**config.mk**
```make
export PLATFORM = sky130hd
export DESIGN_NAME = pid_sequencer
export DESIGN_NICKNAME = d
export VERILOG_FILES = /design/src/rtl/pid_seq_pkg.sv /design/src/rtl/pid_err_sat.sv /design/src/rtl/pid_sequencer.sv
export SDC_FILE = /design/constraint.sdc
export NUM_CORES = 1
export LEC_CHECK = 0
export CAP_MARGIN = 20
export CORE_MARGIN = 2
export CORE_UTILIZATION = 61
export CTS_BUF_LIST = sky130_fd_sc_hd__clkbuf_8
export DETAILED_ROUTE_END_ITERATION = 12
export GPL_TIMING_DRIVEN = 1
export MAX_ROUTING_LAYER = met4
export PLACE_DENSITY_LB_ADDON = 0.3
export SLEW_MARGIN = 10
export SYNTH_ARGS = -nofsm -noshare
export SYNTH_HDL_FRONTEND = slang
export SYNTH_SLANG_ARGS = --single-unit
export TNS_END_PERCENT = 50
```
**constraint.sdc**
```tcl
create_clock -name clk_pid -period 20.5 [get_ports clk_pid]
set_clock_uncertainty 0.1 [all_clocks]
set_input_delay 3.075 -clock clk_pid [delete_from_list [all_inputs] [get_ports clk_pid]]
set_output_delay 3.075 -clock clk_pid [all_outputs]
set_load 0.02 [all_outputs]
```
**src/rtl/pid_seq_pkg.sv**
```systemverilog
// Shared constants for the PID sequencer: FSM state encoding and bus register selects.
package pid_seq_pkg;

    localparam logic [2:0] ST_IDLE  = 3'd0;
    localparam logic [2:0] ST_LOAD  = 3'd1;
    localparam logic [2:0] ST_START = 3'd2;
    localparam logic [2:0] ST_WAIT  = 3'd3;
    localparam logic [2:0] ST_STORE = 3'd4;

    localparam logic [1:0] REG_SP     = 2'd0;
    localparam logic [1:0] REG_COEF   = 2'd1;
    localparam logic [1:0] REG_COMMIT = 2'd2;
    localparam logic [1:0] REG_CLR    = 2'd3;

endpackage

```
**src/rtl/pid_err_sat.sv**
```systemverilog
// Combinational loop error: setpoint minus position, one bit wider, clamped back to EW bits.
module pid_err_sat #(
    parameter int EW = 24
) (
    input  logic signed [EW-1:0] sp_i,
    input  logic signed [EW-1:0] pos_i,
    output logic signed [EW-1:0] err_o
);

    function automatic logic signed [EW-1:0] sat_ew(input logic signed [EW:0] v);
        if (v[EW] != v[EW-1])
            return v[EW] ? {1'b1, {(EW-1){1'b0}}} : {1'b0, {(EW-1){1'b1}}};
        return v[EW-1:0];
    endfunction

    logic signed [EW:0] diff;

    assign diff  = {sp_i[EW-1], sp_i} - {pos_i[EW-1], pos_i};
    assign err_o = sat_ew(diff);

endmodule

```
**src/rtl/pid_sequencer.sv**
```systemverilog
// Round-robin scheduler in front of the shared PID core: one pass over all channels per tick,
// with shadow/active setpoint and gain banks swapped only at frame start.
module pid_sequencer
    import pid_seq_pkg::*;
#(
    parameter int AW = 1,
    parameter int EW = 24,
    parameter int OW = 12,
    parameter int CW = 6,
    parameter int TW = 10
) (
    input  logic                      clk_pid,
    input  logic                      reset,
    input  logic                      tick,
    input  logic [(2**AW)*EW-1:0]     position,
    input  logic                      bus_wr,
    input  logic [AW+1:0]             bus_addr,
    input  logic [31:0]               bus_wdata,
    output logic                      pid_start,
    output logic [AW-1:0]             pid_addr,
    output logic signed [EW-1:0]      pid_error,
    output logic signed [CW-1:0]      pid_kp,
    output logic signed [CW-1:0]      pid_ki,
    output logic signed [CW-1:0]      pid_kd,
    input  logic                      pid_done,
    input  logic signed [OW-1:0]      pid_out,
    output logic [(2**AW)*OW-1:0]     m_out,
    output logic [(2**AW)-1:0]        m_valid,
    output logic                      busy,
    output logic                      overrun,
    output logic [(2**AW)-1:0]        fault
);

    localparam int NCH = 2**AW;
    // Last WAIT count before giving up: the core gets 2^TW-1 cycles in total.
    localparam logic [TW-1:0] TMO_LAST = TW'((2**TW) - 2);

    logic [2:0]             state_q, state_d;
    logic [AW-1:0]          ch_q, ch_d;
    logic [TW-1:0]          cnt_q, cnt_d;
    logic                   pend_q, pend_d;
    logic                   overrun_q, overrun_d;
    logic [NCH-1:0]         fault_q, fault_d;
    logic [NCH-1:0]         m_valid_q, m_valid_d;
    logic                   apply_c, capture_c, timeout_c;

    logic signed [EW-1:0]   sp_sh_q  [NCH];
    logic signed [EW-1:0]   sp_act_q [NCH];
    logic signed [CW-1:0]   kp_sh_q  [NCH];
    logic signed [CW-1:0]   ki_sh_q  [NCH];
    logic signed [CW-1:0]   kd_sh_q  [NCH];
    logic signed [CW-1:0]   kp_act_q [NCH];
    logic signed [CW-1:0]   ki_act_q [NCH];
    logic signed [CW-1:0]   kd_act_q [NCH];
    logic signed [OW-1:0]   m_out_q  [NCH];
    logic signed [EW-1:0]   pos_arr  [NCH];
    logic signed [EW-1:0]   err_sat;

    logic [AW-1:0]          bus_ch;
    logic                   wr_sp, wr_coef, wr_commit, wr_clr;
    logic                   unused_wdata;

    assign bus_ch       = bus_addr[AW-1:0];
    assign wr_sp        = bus_wr && (bus_addr[AW+1:AW] == REG_SP);
    assign wr_coef      = bus_wr && (bus_addr[AW+1:AW] == REG_COEF);
    assign wr_commit    = bus_wr && (bus_addr[AW+1:AW] == REG_COMMIT);
    assign wr_clr       = bus_wr && (bus_addr[AW+1:AW] == REG_CLR);
    assign unused_wdata = ^bus_wdata;

    always_comb begin
        for (int i = 0; i < NCH; i++) begin
            pos_arr[i]         = position[i*EW +: EW];
            m_out[i*OW +: OW]  = m_out_q[i];
        end
    end

    pid_err_sat #(.EW(EW)) u_err_sat (
        .sp_i  (sp_act_q[ch_q]),
        .pos_i (pos_arr[ch_q]),
        .err_o (err_sat)
    );

    always_comb begin
        state_d   = state_q;
        ch_d      = ch_q;
        cnt_d     = cnt_q;
        pend_d    = pend_q;
        overrun_d = overrun_q;
        fault_d   = fault_q;
        m_valid_d = '0;
        apply_c   = 1'b0;
        capture_c = 1'b0;
        timeout_c = 1'b0;
        case (state_q)
            ST_IDLE: begin
                if (tick) begin
                    state_d = ST_LOAD;
                    ch_d    = '0;
                    if (pend_q) begin
                        apply_c = 1'b1;
                        pend_d  = 1'b0;
                    end
                end
            end
            ST_LOAD:  state_d = ST_START;
            ST_START: begin
                cnt_d   = '0;
                state_d = ST_WAIT;
            end
            ST_WAIT: begin
                if (pid_done) begin
                    capture_c = 1'b1;
                    state_d   = ST_STORE;
                end else if (cnt_q == TMO_LAST) begin
                    timeout_c = 1'b1;
                    state_d   = ST_STORE;
                end else begin
                    cnt_d = cnt_q + TW'(1);
                end
            end
            ST_STORE: begin
                if (&ch_q) begin
                    state_d = ST_IDLE;
                end else begin
                    ch_d    = ch_q + AW'(1);
                    state_d = ST_LOAD;
                end
            end
            default: state_d = ST_IDLE;
        endcase
        // A commit landing on the frame-start cycle must survive the clear above.
        if (wr_commit) pend_d = 1'b1;
        if (wr_clr) begin
            overrun_d = 1'b0;
            fault_d   = '0;
        end
        if (tick && (state_q != ST_IDLE)) overrun_d = 1'b1;
        if (timeout_c) fault_d[ch_q] = 1'b1;
        if (capture_c) m_valid_d[ch_q] = 1'b1;
    end

    always_ff @(posedge clk_pid or posedge reset) begin
        if (reset) begin
            state_q   <= ST_IDLE;
            ch_q      <= '0;
            cnt_q     <= '0;
            pend_q    <= 1'b0;
            overrun_q <= 1'b0;
            fault_q   <= '0;
            m_valid_q <= '0;
            pid_addr  <= '0;
            pid_error <= '0;
            pid_kp    <= '0;
            pid_ki    <= '0;
            pid_kd    <= '0;
            for (int i = 0; i < NCH; i++) begin
                sp_sh_q[i]  <= '0;
                sp_act_q[i] <= '0;
                kp_sh_q[i]  <= '0;
                ki_sh_q[i]  <= '0;
                kd_sh_q[i]  <= '0;
                kp_act_q[i] <= '0;
                ki_act_q[i] <= '0;
                kd_act_q[i] <= '0;
                m_out_q[i]  <= '0;
            end
        end else begin
            state_q   <= state_d;
            ch_q      <= ch_d;
            cnt_q     <= cnt_d;
            pend_q    <= pend_d;
            overrun_q <= overrun_d;
            fault_q   <= fault_d;
            m_valid_q <= m_valid_d;
            if (wr_sp) sp_sh_q[bus_ch] <= bus_wdata[EW-1:0];
            if (wr_coef) begin
                kp_sh_q[bus_ch] <= bus_wdata[CW-1:0];
                ki_sh_q[bus_ch] <= bus_wdata[2*CW-1:CW];
                kd_sh_q[bus_ch] <= bus_wdata[3*CW-1:2*CW];
            end
            if (apply_c) begin
                sp_act_q <= sp_sh_q;
                kp_act_q <= kp_sh_q;
                ki_act_q <= ki_sh_q;
                kd_act_q <= kd_sh_q;
            end
            if (state_q == ST_LOAD) begin
                pid_error <= err_sat;
                pid_addr  <= ch_q;
                pid_kp    <= kp_act_q[ch_q];
                pid_ki    <= ki_act_q[ch_q];
                pid_kd    <= kd_act_q[ch_q];
            end
            if (capture_c) m_out_q[ch_q] <= pid_out;
        end
    end

    assign pid_start = (state_q == ST_START);
    assign busy      = (state_q != ST_IDLE);
    assign overrun   = overrun_q;
    assign fault     = fault_q;
    assign m_valid   = m_valid_q;

endmodule

```
==> results of run 1 <==
-- area by class of cell --
cell class | count | area [um^2]
flip-flops and latches | 255 | 6380
clock buffers | 48 | 661
well taps | 265 | 332
clock inverters | 24 | 138
fillers | 1301 | 4620
multi-input cells | 631 | 5330
repair buffers | 177 | 1750
inverters | 12 | 52.6
-- worst max-delay path by stage --
stage,from,endpoint,slack [ns],cells after the start
after CTS,position[0],pid_error[12]$_DFFE_PP0P_,13.90,12
final,position[0],pid_error[12]$_DFFE_PP0P_,13.88,12
after global routing,position[24],pid_error[13]$_DFFE_PP0P_,13.70,12
after floorplan,reset,ch_q$_DFFE_PP0P_,10.31,1
after detailed placement,position[0],pid_error[12]$_DFFE_PP0P_,13.37,12
after global placement,position[0],pid_error[12]$_DFFE_PP0P_,13.44,12
-- cell usage after synthesis, types with 3 or more instances --
cell        n  area [um^2]
inv_1      12         45.0
nand2_1    82          308
a22o_1      3         26.3
mux2_2    201         2260
clkbuf_1   37          139
nand4_1     7         43.8
nor4b_1     3         26.3
nor3_1      6         30.0
a21o_1      9         67.6
o211ai_1    5         37.5
o21ai_0    12         60.1
and3_1      7         43.8
nand3_1     7         35.0
nor2_1     26         97.6
o21ai_2    20          175
mux2_1     16          180
buf_2       4         20.0
nor3b_1     3         22.5
o21ai_1    28          140
or3_1       6         37.5
ha_1       26          325
mux2i_1    42          420
xnor2_1    10         87.6
a21oi_1    39          195
and2_1      4         25.0
a31oi_1     4         25.0
o21a_1      4         30.0
xor2_1     11         96.3
nor2b_1     4         25.0
dfrtp_1   255         6380
-- flip-flops by register name, indices dropped and copies added (netlist names) --
signal     count
sp_sh_q       48
pid_kp         6
pid_error     24
pend_q         1
m_out         24
pid_addr       1
pid_kd         6
ki_act_q      12
ki_sh_q       12
kd_sh_q       12
ch_q           1
kp_sh_q       12
state_q        3
kp_act_q      12
kd_act_q      12
cnt_q         10
fault          2
pid_ki         6
m_valid        2
overrun        1
sp_act_q      48
-- worst max-delay path: cells and delay by family --
family / cells / cell delay (ns)
AOI/OAI and AO/OA: 7 / 2.53
adders and majority gates: 2 / 0.58
buffers and inverters: 2 / 0.53
muxes: 1 / 0.16
-- layer usage --
metal  wire length [um]  share of wire [%]  global-route usage (%)
met4                507                2.0                    7.02
met5                  0                  0                       -
met1              11300                 44                    34.1
met3               1400                5.4                    4.90
met2              12500                 49                    43.2
-- power by group through the flow --
stage | registers [mW] | logic [mW] | clock network [mW]
final | 0.799 | 1.28 | 0.421
after global routing | 0.823 | 1.40 | 0.452
after CTS | 0.800 | 1.28 | 0.429
after detailed placement | 0.806 | 1.27 | 0
after global placement | 0.796 | 1.24 | 0
after floorplan | 0.842 | 0.874 | 0
-- stage by stage --
stage	cell area, um^2	total power [mW]	hold WS (ns)	std cells	util [%]
after floorplan	11900	1.72	0.348	942	-
after global placement	13800	2.04	0.360	1339	71.8
after detailed placement	13800	2.07	0.368	1339	71.8
after CTS	14600	2.51	0.381	1411	75.9
after global routing	14700	2.68	0.405	1412	76.0
final	14700	2.50	0.376	1412	76.0
-- kinds of logic after synthesis --
logic type	share of synthesized area, %
AO/OA/AOI/OAI	8.99
XOR/XNOR	1.55
adder cells (fa/ha/maj)	2.90
buffers and inverters	1.94
flip-flops	53.7
multiplexers	24.1
AND/OR/NAND/NOR	6.88
==> flow_summary.ini, run 1 <==
[place]
place_ws_ns = 13.37
globalplace.congestion = 0.925
dp_hpwl_mm = 17.5
io_buffers = 165

[synthesis]
ys_seq_area_share_pct = 53.7
yosys_most_used_dff = dfrtp_1
synth-edff-count = 0
synthArstFlopShare_pct = 100
synthesis.area_um2 = 11900
syn_inst = 942
synth_area_per_cell_um2 = 12.6
ys_types = 64
synth-seq-cells = 255
synth-warning-count = 0
syn_nets = 1069

[timing]
layout_setup_ws_ns = 13.88
slew_viol_final = 0
setup_violations = 0
hold_violations = 0
max_clock_freq_mhz = 151
relSlewSlack_pct = 28.9
finalSetupTns_ns = 0
timing.final.crit_share_pct = 32.3
fin_crit_ns = 6.62
rsz0062_at_grt = no
tightest_slew_ns = 1.06

[critical_path]
rrSetupSlack_ns = 15.65
crit_path_top_delay_cell = o21ai_4
critPathKind = input pin to flip-flop
arrival_ns = 6.90
r2r-start = ch_q$_DFFE_PP0P_
max_stage_delay_ns = 0.77
path_cells = clkdlybuf4s50_1, mux2_2, ha_1, inv_1, fa_1, a21o_1, a221oi_2, a211oi_2, o41ai_4, o22ai_4, o21ai_4, o21ai_1
worst_r2r_path_depth = 11
cp_max_fo = 24
critPathLaunchType = input pin
required_ns = 20.77
r2r-end = pid_error[12]$_DFFE_PP0P_
critPathCaptureType = flip-flop

[grt]
grt_antenna_before_repair = 0
grt_max_degree = 122
grt-ovfl-total = 0
grt_pass1_wl_mm = 41.5
gr-usage-all-layers_pct = 26.3
grt_pass1_vias = 8098

[power]
ir_worst_vdd_uv = 76.7
clockPowerShare_pct = 16.9
cellInternalPower_mw = 1.50
pwr-share-seq_pct = 32.0
pwr_density_cell_nw_per_um2 = 170
p_leak_nw = 6.46
swShare_pct = 39.8
p_switching_uw = 993
combinationalPowerShare_pct = 51.1

[floorplan]
rows = 51
fp.dieW_um = 144
ioPinCount = 174
chipHeight_um = 144
start_util_pct = 61.7
core_region_area_um2 = 19300
die_area_um2 = 20600

[final_layout]
diodes = 0
final_cell_mix = dfrtp_1 (254), mux2_2 (201), clkdlybuf4s50_1 (165)
final_common_cell = dfrtp_1
finalNetCount = 1245
drive_gt1_share_pct = 26.4
syn_to_final_growth_pct = 23.2

[clocking]
clkSinkCount = 255
clk_path_buf_depth = 3
cts_tree = built
clock-root-buffer = clkbuf_8
clk_latency_ns = 0.54
hold_buffers = 0
cts_post_setup_buffers_inserted = 0
clkTransAtPathRegs_ns = 0.06
cts_made_buffers = 41
h-tree-depth = 2
cts_resized = 0

[worst_hold_path]
hold_end = pid_error[3]$_DFFE_PP0P_
holdPathStages = 2
hold_path.class = flip-flop to flip-flop
hp-start = pid_error[3]$_DFFE_PP0P_

[route]
num_vias = 8024
ant_nets = 0
avgViaCountPerCell = 5.68
first_pass_iters = 4
dr.first_iter.drc_count = 337
wl_per_cell_um = 18.2
remaining_drc_errors = 0
wirelength_mm = 25.7

[job]
cap_violations = 0

[outcome]
status = completed
No activity file was read; power rests on OpenSTA's default activity.
==> run 2, diff against run 1 <==
- CORE_UTILIZATION: 61 -> 57
- clock period: 20.5 -> 6.2 ns (I/O delays scaled with it)
==> flow_summary.ini, run 2 (synthesis results as in run 1) <==
[critical_path]
r2r-start = ch_q$_DFFE_PP0P_
path_cells = mux2i_1, ha_1, inv_1, fa_1, a21o_1, a221oi_2, a211oi_2, o41ai_4, o22ai_4, o21ai_4, o21ai_1
critPathCaptureType = flip-flop
critPathKind = flip-flop to flip-flop
rrSetupSlack_ns = 1.47
path_buf_inv = 1
cp-startpoint = ch_q$_DFFE_PP0P_
critical_path_depth = 11
critPathLaunchType = flip-flop
worst_r2r_path_depth = 11
crit_family = compound AO/OA/AOI/OAI gates
arrival_ns = 5.00
max_stage_delay_ns = 0.82
r2r-end = pid_error[12]$_DFFE_PP0P_
crit_end = pid_error[12]$_DFFE_PP0P_
cp_max_fo = 34
required_ns = 6.47
crit_path_top_delay_cell = dfrtp_4

[route]
first_pass_iters = 4
wl_per_cell_um = 18.1
avgViaCountPerCell = 5.62
ant_nets = 0
wirelength_mm = 25.6
num_vias = 7980
remaining_drc_errors = 0
dr.first_iter.drc_count = 325

[timing]
relSlewSlack_pct = 31.1
hold_violations = 0
finalSetupTns_ns = 0
fin_crit_ns = 4.73
slew_viol_final = 0
rsz0062_at_grt = no
timing.final.crit_share_pct = 76.2
setup_violations = 0
tightest_slew_ns = 1.03
max_clock_freq_mhz = 212
hold_slack_ns = 0.375

[clocking]
clk_path_buf_depth = 3
cts_tree = built
cts_post_setup_buffers_inserted = 0
clk_latency_ns = 0.54
clock-root-buffer = clkbuf_8
h-tree-depth = 2
cts_made_buffers = 42
clkSinkCount = 255
hold_buffers = 0
cts_resized = 0
clkTransAtPathRegs_ns = 0.06

[power]
cellInternalPower_mw = 5.00
combinationalPowerShare_pct = 50.6
p_total_mw = 8.24
clockPowerShare_pct = 17.2
p_switching_mw = 3.24
pwr_density_cell_nw_per_um2 = 561
swShare_pct = 39.3
pwr-share-seq_pct = 32.2
p_leak_nw = 6.47
ir_worst_vdd_uv = 368

[worst_hold_path]
hold_path.class = flip-flop to flip-flop
hp-start = pid_error[5]$_DFFE_PP0P_

[floorplan]
rows = 52
die_area_um2 = 22000
start_util_pct = 58.4
ioPinCount = 174
core_region_area_um2 = 20400
fp.dieW_um = 148
chipHeight_um = 148

[outcome]
status = completed

[place]
dp_hpwl_mm = 17.4
io_buffers = 165
globalplace.congestion = 0.929
dpl-instance-area_um2 = 13900

[final_layout]
fin_area_um2 = 14700
diodes = 0
syn_to_final_growth_pct = 23.5
final_common_cell = dfrtp_1
reg_top3 = sp_act_q: 48 flops, sp_sh_q: 48 flops
finalNetCount = 1247
drive_gt1_share_pct = 26.6
final_cell_mix = dfrtp_1 (254), mux2_2 (201), clkdlybuf4s50_1 (165)

[grt]
grt_pass1_vias = 8012
gr-usage-all-layers_pct = 24.3
grt_antenna_before_repair = 0
grt_max_degree = 185
grt-ovfl-total = 0
grt_pass1_wl_mm = 41.2

[job]
cap_violations = 0
run 2: how the worst min path moves through the flow:
stage	end	cells past startpoint
after floorplan	pend_q$_DFFE_PP0P_	2
after global placement	kd_act_q[5]$_DFFE_PP0P_	1
after detailed placement	pid_error[5]$_DFFE_PP0P_	2
after CTS	pid_error[5]$_DFFE_PP0P_	2
after global routing	kp_act_q[11]$_DFFE_PP0P_	1
final	pid_error[5]$_DFFE_PP0P_	2
run 2: per-stage QoR:
step / instances / util, % / setup WS [ns]
after detailed placement: 1345 / 68.0 / 1.21
after CTS: 1418 / 72.1 / 1.47
after global routing: 1419 / 72.1 / 1.22
after global placement: 1345 / 68.0 / 1.25
after floorplan: 942 / - / 1.81
final: 1419 / 72.1 / 1.47
run 2: area by class of cell:
type,count,area [um^2]
Tap cell,270,338
Clock inverter,22,124
Timing Repair Buffer,178,1760
Sequential cell,255,6380
Fill cell,1470,5680
Clock buffer,51,702
Multi-Input combinational cell,631,5330
Inverter,12,48.8
run 2: power by group through the flow:
| stage | Sequential, mW | Clock, mW | Combinational [mW] |
|---|---|---|---|
| after floorplan | 2.78 | 0 | 2.89 |
| after global placement | 2.65 | 0 | 4.08 |
| after detailed placement | 2.69 | 0 | 4.16 |
| after CTS | 2.66 | 1.45 | 4.18 |
| after global routing | 2.74 | 1.53 | 4.57 |
| final | 2.66 | 1.42 | 4.17 |
run 2: worst min-delay path: stages (launching register included):
cell and delay [ns]:
dfrtp_1 0.34, nand2_1 0.06, o21ai_2 0.05
run 2: metal layers:
layer	track usage [%]	vias up	routed length, um
met5	-	-	0
met1	31.7	4005	11400
met3	4.60	31	1260
li1	-	3753	-
met4	5.76	0	382
met2	39.9	191	12600
